$ cat src/rtl/alu_mult_seq.sv
// Multi-cycle unsigned shift-and-add multiplier that drives an external combinational ALU.
// Uses only ADD and RSH; latency is fixed at 3W ALU cycles plus one DONE cycle.

package alu_mult_seq_pkg;
   typedef enum logic [2:0] {
      CLR = 3'd0,
      ADD = 3'd1,
      SUB = 3'd2,
      AND = 3'd3,
      OR  = 3'd4,
      XOR = 3'd5,
      LSH = 3'd6,
      RSH = 3'd7
   } op_mne;
endpackage

module alu_mult_seq
   import alu_mult_seq_pkg::*;
#(
   parameter int unsigned W = 8
) (
   input  logic           Clk,
   input  logic           Reset,
   input  logic           start,
   input  logic [W-1:0]   mcand,
   input  logic [W-1:0]   mplier,
   output logic           busy,
   output logic           done,
   output logic [2*W-1:0] product,
   output logic           prod_zero,
   output op_mne          alu_op,
   output logic [W-1:0]   alu_a,
   output logic [W-1:0]   alu_b,
   output logic           alu_sc_in,
   input  logic [W-1:0]   alu_out,
   input  logic           alu_sc_out
);

   localparam int unsigned CntW = (W > 1) ? $clog2(W) : 1;

   typedef enum logic [2:0] {StIdle, StAdd, StShh, StShl, StDone} state_e;

   state_e          state_q, state_d;
   logic [W-1:0]    a_q, a_d;
   logic [W-1:0]    p_hi_q, p_hi_d;
   logic [W-1:0]    p_lo_q, p_lo_d;
   logic            c_q, c_d;
   logic            s_q, s_d;
   logic [CntW-1:0] cnt_q, cnt_d;

   always_ff @(posedge Clk) begin
      if (Reset) begin
         state_q <= StIdle;
         a_q     <= '0;
         p_hi_q  <= '0;
         p_lo_q  <= '0;
         c_q     <= 1'b0;
         s_q     <= 1'b0;
         cnt_q   <= '0;
      end else begin
         state_q <= state_d;
         a_q     <= a_d;
         p_hi_q  <= p_hi_d;
         p_lo_q  <= p_lo_d;
         c_q     <= c_d;
         s_q     <= s_d;
         cnt_q   <= cnt_d;
      end
   end

   always_comb begin
      state_d   = state_q;
      a_d       = a_q;
      p_hi_d    = p_hi_q;
      p_lo_d    = p_lo_q;
      c_d       = c_q;
      s_d       = s_q;
      cnt_d     = cnt_q;
      alu_op    = CLR;
      alu_a     = '0;
      alu_b     = '0;
      alu_sc_in = 1'b0;

      unique case (state_q)
         StIdle: begin
            if (start) begin
               a_d     = mcand;
               p_hi_d  = '0;
               p_lo_d  = mplier;
               cnt_d   = '0;
               c_d     = 1'b0;
               s_d     = 1'b0;
               state_d = StAdd;
            end
         end
         StAdd: begin
            // Always issue the add (B=0 for a zero bit) so latency never depends on data.
            alu_op  = ADD;
            alu_a   = p_hi_q;
            alu_b   = p_lo_q[0] ? a_q : '0;
            p_hi_d  = alu_out;
            c_d     = alu_sc_out;
            state_d = StShh;
         end
         StShh: begin
            alu_op    = RSH;
            alu_a     = p_hi_q;
            alu_sc_in = c_q;
            p_hi_d    = alu_out;
            s_d       = alu_sc_out;
            state_d   = StShl;
         end
         StShl: begin
            alu_op    = RSH;
            alu_a     = p_lo_q;
            alu_sc_in = s_q;
            p_lo_d    = alu_out;
            if (cnt_q == CntW'(W - 1)) begin
               state_d = StDone;
            end else begin
               cnt_d   = cnt_q + 1'b1;
               state_d = StAdd;
            end
         end
         StDone: begin
            state_d = StIdle;
         end
         default: begin
            state_d = StIdle;
         end
      endcase
   end

   assign busy      = (state_q != StIdle);
   assign done      = (state_q == StDone);
   assign product   = {p_hi_q, p_lo_q};
   assign prod_zero = ~|product;

endmodule

$ cat config.mk
export PLATFORM = sky130hd
export DESIGN_NAME = alu_mult_seq
export DESIGN_NICKNAME = d
export VERILOG_FILES = /design/src/rtl/alu_mult_seq.sv
export SDC_FILE = /design/constraint.sdc
export NUM_CORES = 1
export LEC_CHECK = 0
export BUFFER_PORTS_ARGS = -buffer_cell sky130_fd_sc_hd__buf_4
export CAP_MARGIN = 0
export CORE_UTILIZATION = 36
export DETAILED_ROUTE_END_ITERATION = 8
export GPL_TIMING_DRIVEN = 0
export PLACE_DENSITY_LB_ADDON = 0.08
export SLEW_MARGIN = 30
export SYNTH_ARGS = -nofsm -noshare
export SYNTH_HDL_FRONTEND = slang
export SYNTH_SLANG_ARGS = --single-unit
$ cat constraint.sdc
create_clock -name Clk -period 2.18 [get_ports Clk]
set_clock_uncertainty 0.2 [all_clocks]
set_input_delay 0.218 -clock Clk [delete_from_list [all_inputs] [get_ports Clk]]
set_output_delay 0.218 -clock Clk [all_outputs]
set_load 0.1 [all_outputs]
# Word level (Yosys, flattened, before mapping)

Index checks and enable logic that the tools add are counted.

Add/subtract/negate cells: 1
Equality and inequality tests: 7
Multiplexer cells: 18
Reduce and logical (&&, ||, !) cells: 16

Operators with widths:

| kind                                                                  | number |
|---|---|
| 8-bit one-hot mux with 2 select lines                                 | 3 |
| 8-bit two-way mux                                                     | 4 |
| 16-bit OR reduction                                                   | 1 |
| 3-bit two-way mux                                                     | 4 |
| 3-bit one-hot mux with 2 select lines                                 | 2 |
| 3-bit one-hot mux with 4 select lines                                 | 1 |
| 2-bit AND reduction                                                   | 5 |
| 2-bit nonzero test                                                    | 4 |
| 3-bit by 2-bit equality test with 1-bit output, second input constant | 2 |
| 3-bit equality test, second input constant                            | 2 |
| 1-bit one-hot mux with 2 select lines                                 | 3 |
| 2-bit inequality test, second input constant                          | 2 |
| 2-bit OR reduction                                                    | 2 |
| 3-bit by 1-bit adder with 3-bit output, second input constant         | 1 |
| 3-bit by 1-bit equality test with 1-bit output, second input constant | 1 |
| 3-bit zero test                                                       | 1 |
| 3-bit AND reduction                                                   | 1 |
| 3-bit nonzero test                                                    | 1 |
| 1-bit zero test                                                       | 1 |
| 1-bit two-way mux                                                     | 1 |

Bits in registers: 32
Input port bits: 28
Output and inout port bits: 39
Word-level logic and storage cells: 49

# Depth between registers and ports, before layout

Word-level depth: 4
Depth in mapped cells: 6
Gate-level depth less buffers: 5

# Worst setup path before layout

Ideal clock, no wire load.

Path type: register to output
Start: register state_q[2]
End: output port done
Arrival time: 2.728 ns
Data required time: 1.762 ns
Setup slack: -0.966 ns
Cell stages (with the launch flop): 4
Buffers on the path: 1
Path through: dfxtp_1 inv_1 clkbuf_1 nor3_1

Longest elaborated chain between the ends: 1

RTL lines:

| item                   | RTL line | RTL |
|---|---|---|
| start, declared        | 43       | `state_e state_q, state_d;` |
| start signal, assigned | 53       | `state_q <= StIdle;` |
| start signal, assigned | 61       | `state_q <= state_d;` |
| 3-bit equality test    | 135      | `assign done = (state_q == StDone);` |
| end, declared          | 28       | `output logic done,` |

Every way passes these cells.

# Worst setup path after layout

Start: register state_q[0]
End: output port alu_a[0]

Longest elaborated chain between the ends: 3
Elaborated cells on any way between the ends: 5
Classes of those cells: eq/ne: 3; mux: 1; reduce/logical: 1

RTL lines:

| item                                                                                                             | RTL line | RTL |
|---|---|---|
| 3-bit by 2-bit equality test with 1-bit output or 3-bit by 1-bit equality test with 1-bit output (tied branches) | 84       | `unique case (state_q)` |
| 2-bit OR reduction (no line)                                                                                     | --       |  |
| 8-bit one-hot mux with 2 select lines (*)                                                                        | 84       |  |
| end, declared                                                                                                    | 32       | `output logic [W-1:0] alu_a,` |

Mark *: on every way between the ends. The rest lies on a longest branch, timed or not.

==> run metrics <==
vias=1731; CP Max Fanout=10; CP Launch Type=flop; post-route cell area=~0.0025 mm²; core area=0.004144 mm²; met3 usage=around 4.8%; GPL Wtd Cong=0.7203; # setup viols final=0; Max Clock Freq=between 400 and 500 MHz; met1 GRT Util=30.33%; num rows=23; initial antenna violation count=0; Tmin final=roughly 2100 ps; final worst-path cycle share=97.87%; Mean Syn Cell Area=8.199 µm²; P_leak=0.001076 µW; Relative slew margins=around 60%; drt wl/cell=around 15 µm; Worst Hold Slack=7.369 ps; Area Growth Syn to Fin=53.68%; Cell Area, Synth=0.001615 mm²; CTS Sinks=32; largest net degree at the start of global routing=11; GRT busiest layer=met2; Post-synth EDFFs=0; Hold Crit Class=input port to flop; unique cell type count in the Yosys netlist=36; global-route usage over all layers=22.38%; Final Hold Viols=0; post-synthesis sequential area ratio=39.66%; share of layout cells above drive strength 1=a little over 40%; Worst-path clk slew=70 ps; Die Wd=68.99 µm; Die Area=0.004759 mm²; worst setup path category=flop to output port; crit end category=output port; Async S/R FF share, synth=0%; Final Max Tran Viols=0; max-cap viol count=0; DRC viols=0; DR pass1 iterations=4; worst vdd ir=0.4193 mV; Ant. Diodes=0; total gr overflow=0; met2 usage=a little over a third; Required @ worst endpoint=around 1800 ps; Main synth FF type=dfxtp_1; input/output buffers=65; synthesized net count=227; Worst-Margin Slew=603.5 ps; most frequent cells in the layout=buf_4 (54), nand2_1 (34), dfxtp_1 (29), buf_6 (18), a21oi_1 (18); CTS root buf=clkbuf_8; CTS Buf Count=5; CTS tree=yes; status=finished clean; Synth warnings=0; final wirelength=~5000 µm; WP data arrival=1720 ps; vias in the first global route=1531; Post-Syn Instances=197; Yosys reg bits=32; ANT nets after route=0; worst skew pair latency=roughly 290 ps; Starting Density=38.98%; vias per std cell=5.245; overall die height=68.99 µm; Final HPWL DP=3354 µm; maximum clock path buffer count=2; most common cell after layout, fill and taps aside=buf_4; # IOs=67; Nets=310; H-tree depth=2; instance area after placement=0.002202 mm²; FILL cells=397; initial DRC count=roughly 120; first-pass GRT wire length=7679 µm; power per cell area=just under 1000 mW/mm²
synth_stat cells, types with 3 or more instances:
library cell	number	area (µm²)
inv_1	3	11.26
nand2_1	34	127.6
mux2i_1	3	30.03
clkbuf_1	7	26.28
nand3_1	10	50.05
nor4_1	4	25.02
dfxtp_1	32	640.6
and2_1	9	56.30
nor3_1	4	20.02
a22o_1	8	70.07
a21oi_1	18	90.09
nand3b_1	4	30.03
nor2_1	13	48.80
a311oi_1	8	70.07
o21ai_0	8	40.04
buf_6	3	33.78
nand2b_1	3	18.77
buf_2	6	30.03
timing repair:
action	in CTS	in global routing
gates resized for setup	16	11
pin swaps	2	0
hold buffers	10	0
endpoints found under the setup margin	20	16
setup buffers	2	0
endpoints found under the hold margin	10	0
cloned	0	0
routing by layer:
| metal | routed length [µm] | up-vias |
|---|---|---|
| met4 | 60 | 0 |
| li1 | - | 867 |
| met1 | 2271 | 798 |
| met5 | 0 | - |
| met2 | 2351 | 59 |
| met3 | 313 | 7 |
power breakdown:
part	internal [µW]	total, µW	switching, µW
Sequential	653	722	69.0
Combinational	339	1230	892
Clock	217	439	222
logic make-up (layout without fill, tap and decap cells):
logic type / Yosys count / count (layout) / synth area share (%)
AND/OR/NAND/NOR: 91 / 91 / 29.28
AO/OA/AOI/OAI: 47 / 47 / 19.21
flip-flops: 32 / 32 / 39.66
buffers and inverters: 20 / 103 / 6.739
multiplexers: 4 / 4 / 2.556
adder cells (fa/ha/maj): 2 / 2 / 1.549
XOR/XNOR: 1 / 1 / 1.007
metrics by stage:
stage | instances | power [µW] | setup WS, ps | setup TNS (ps) | utilization (%)
global route | 330 | 2494 | -8.611 | -8.611 | 59.90
global placement | 312 | 1907 | -39.74 | -156.9 | 53.14
floorplan | 197 | 1648 | -121.3 | -121.3 | -
detailed placement | 312 | 1910 | -19.50 | -44.14 | 53.14
finish | 330 | 2392 | 46.44 | 0 | 59.90
CTS | 330 | 2383 | 0.3605 | 0 | 58.94
state kept, by name (all words and copies together) (netlist names):
signal   count
s_q          1
a_q          8
c_q          1
p_hi_q       8
cnt_q        3
p_lo_q       8
state_q      3
worst paths after layout:
check | cells past startpoint | slack [ps] | startpoint | end
min | 3 | 7 | mplier[7] | p_lo_q[7]
max reg2reg | 5 | 330 | cnt_q[0] | cnt_q[0]
min reg2reg | 2 | 250 | a_q[0] | a_q[0]
max | 6 | 50 | state_q[0] | alu_a[0]
cell type report:
| class | instances | area [µm²] | area share (%) |
|---|---|---|---|
| buffer | 16 | 102.6 | 4.133 |
| clock buffer | 6 | 72.57 | 2.923 |
| clock inverter | 1 | 5.005 | 0.2016 |
| inverter | 3 | 15.01 | 0.6048 |
| multi-input combinational | 145 | 913.4 | 36.79 |
| sequential | 32 | 644.4 | 25.96 |
| tap | 50 | 62.56 | 2.520 |
| timing repair buffer | 77 | 666.9 | 26.86 |
worst max-delay path, cell delays in order, from the launching register on:
cell      delay (ps)
dfxtp_1          310
buf_6            140
xor2_4           150
and2_1           160
clkbuf_4         180
a22o_2           290
buf_6            180
Note: power is estimated with default switching activity, not from simulation.
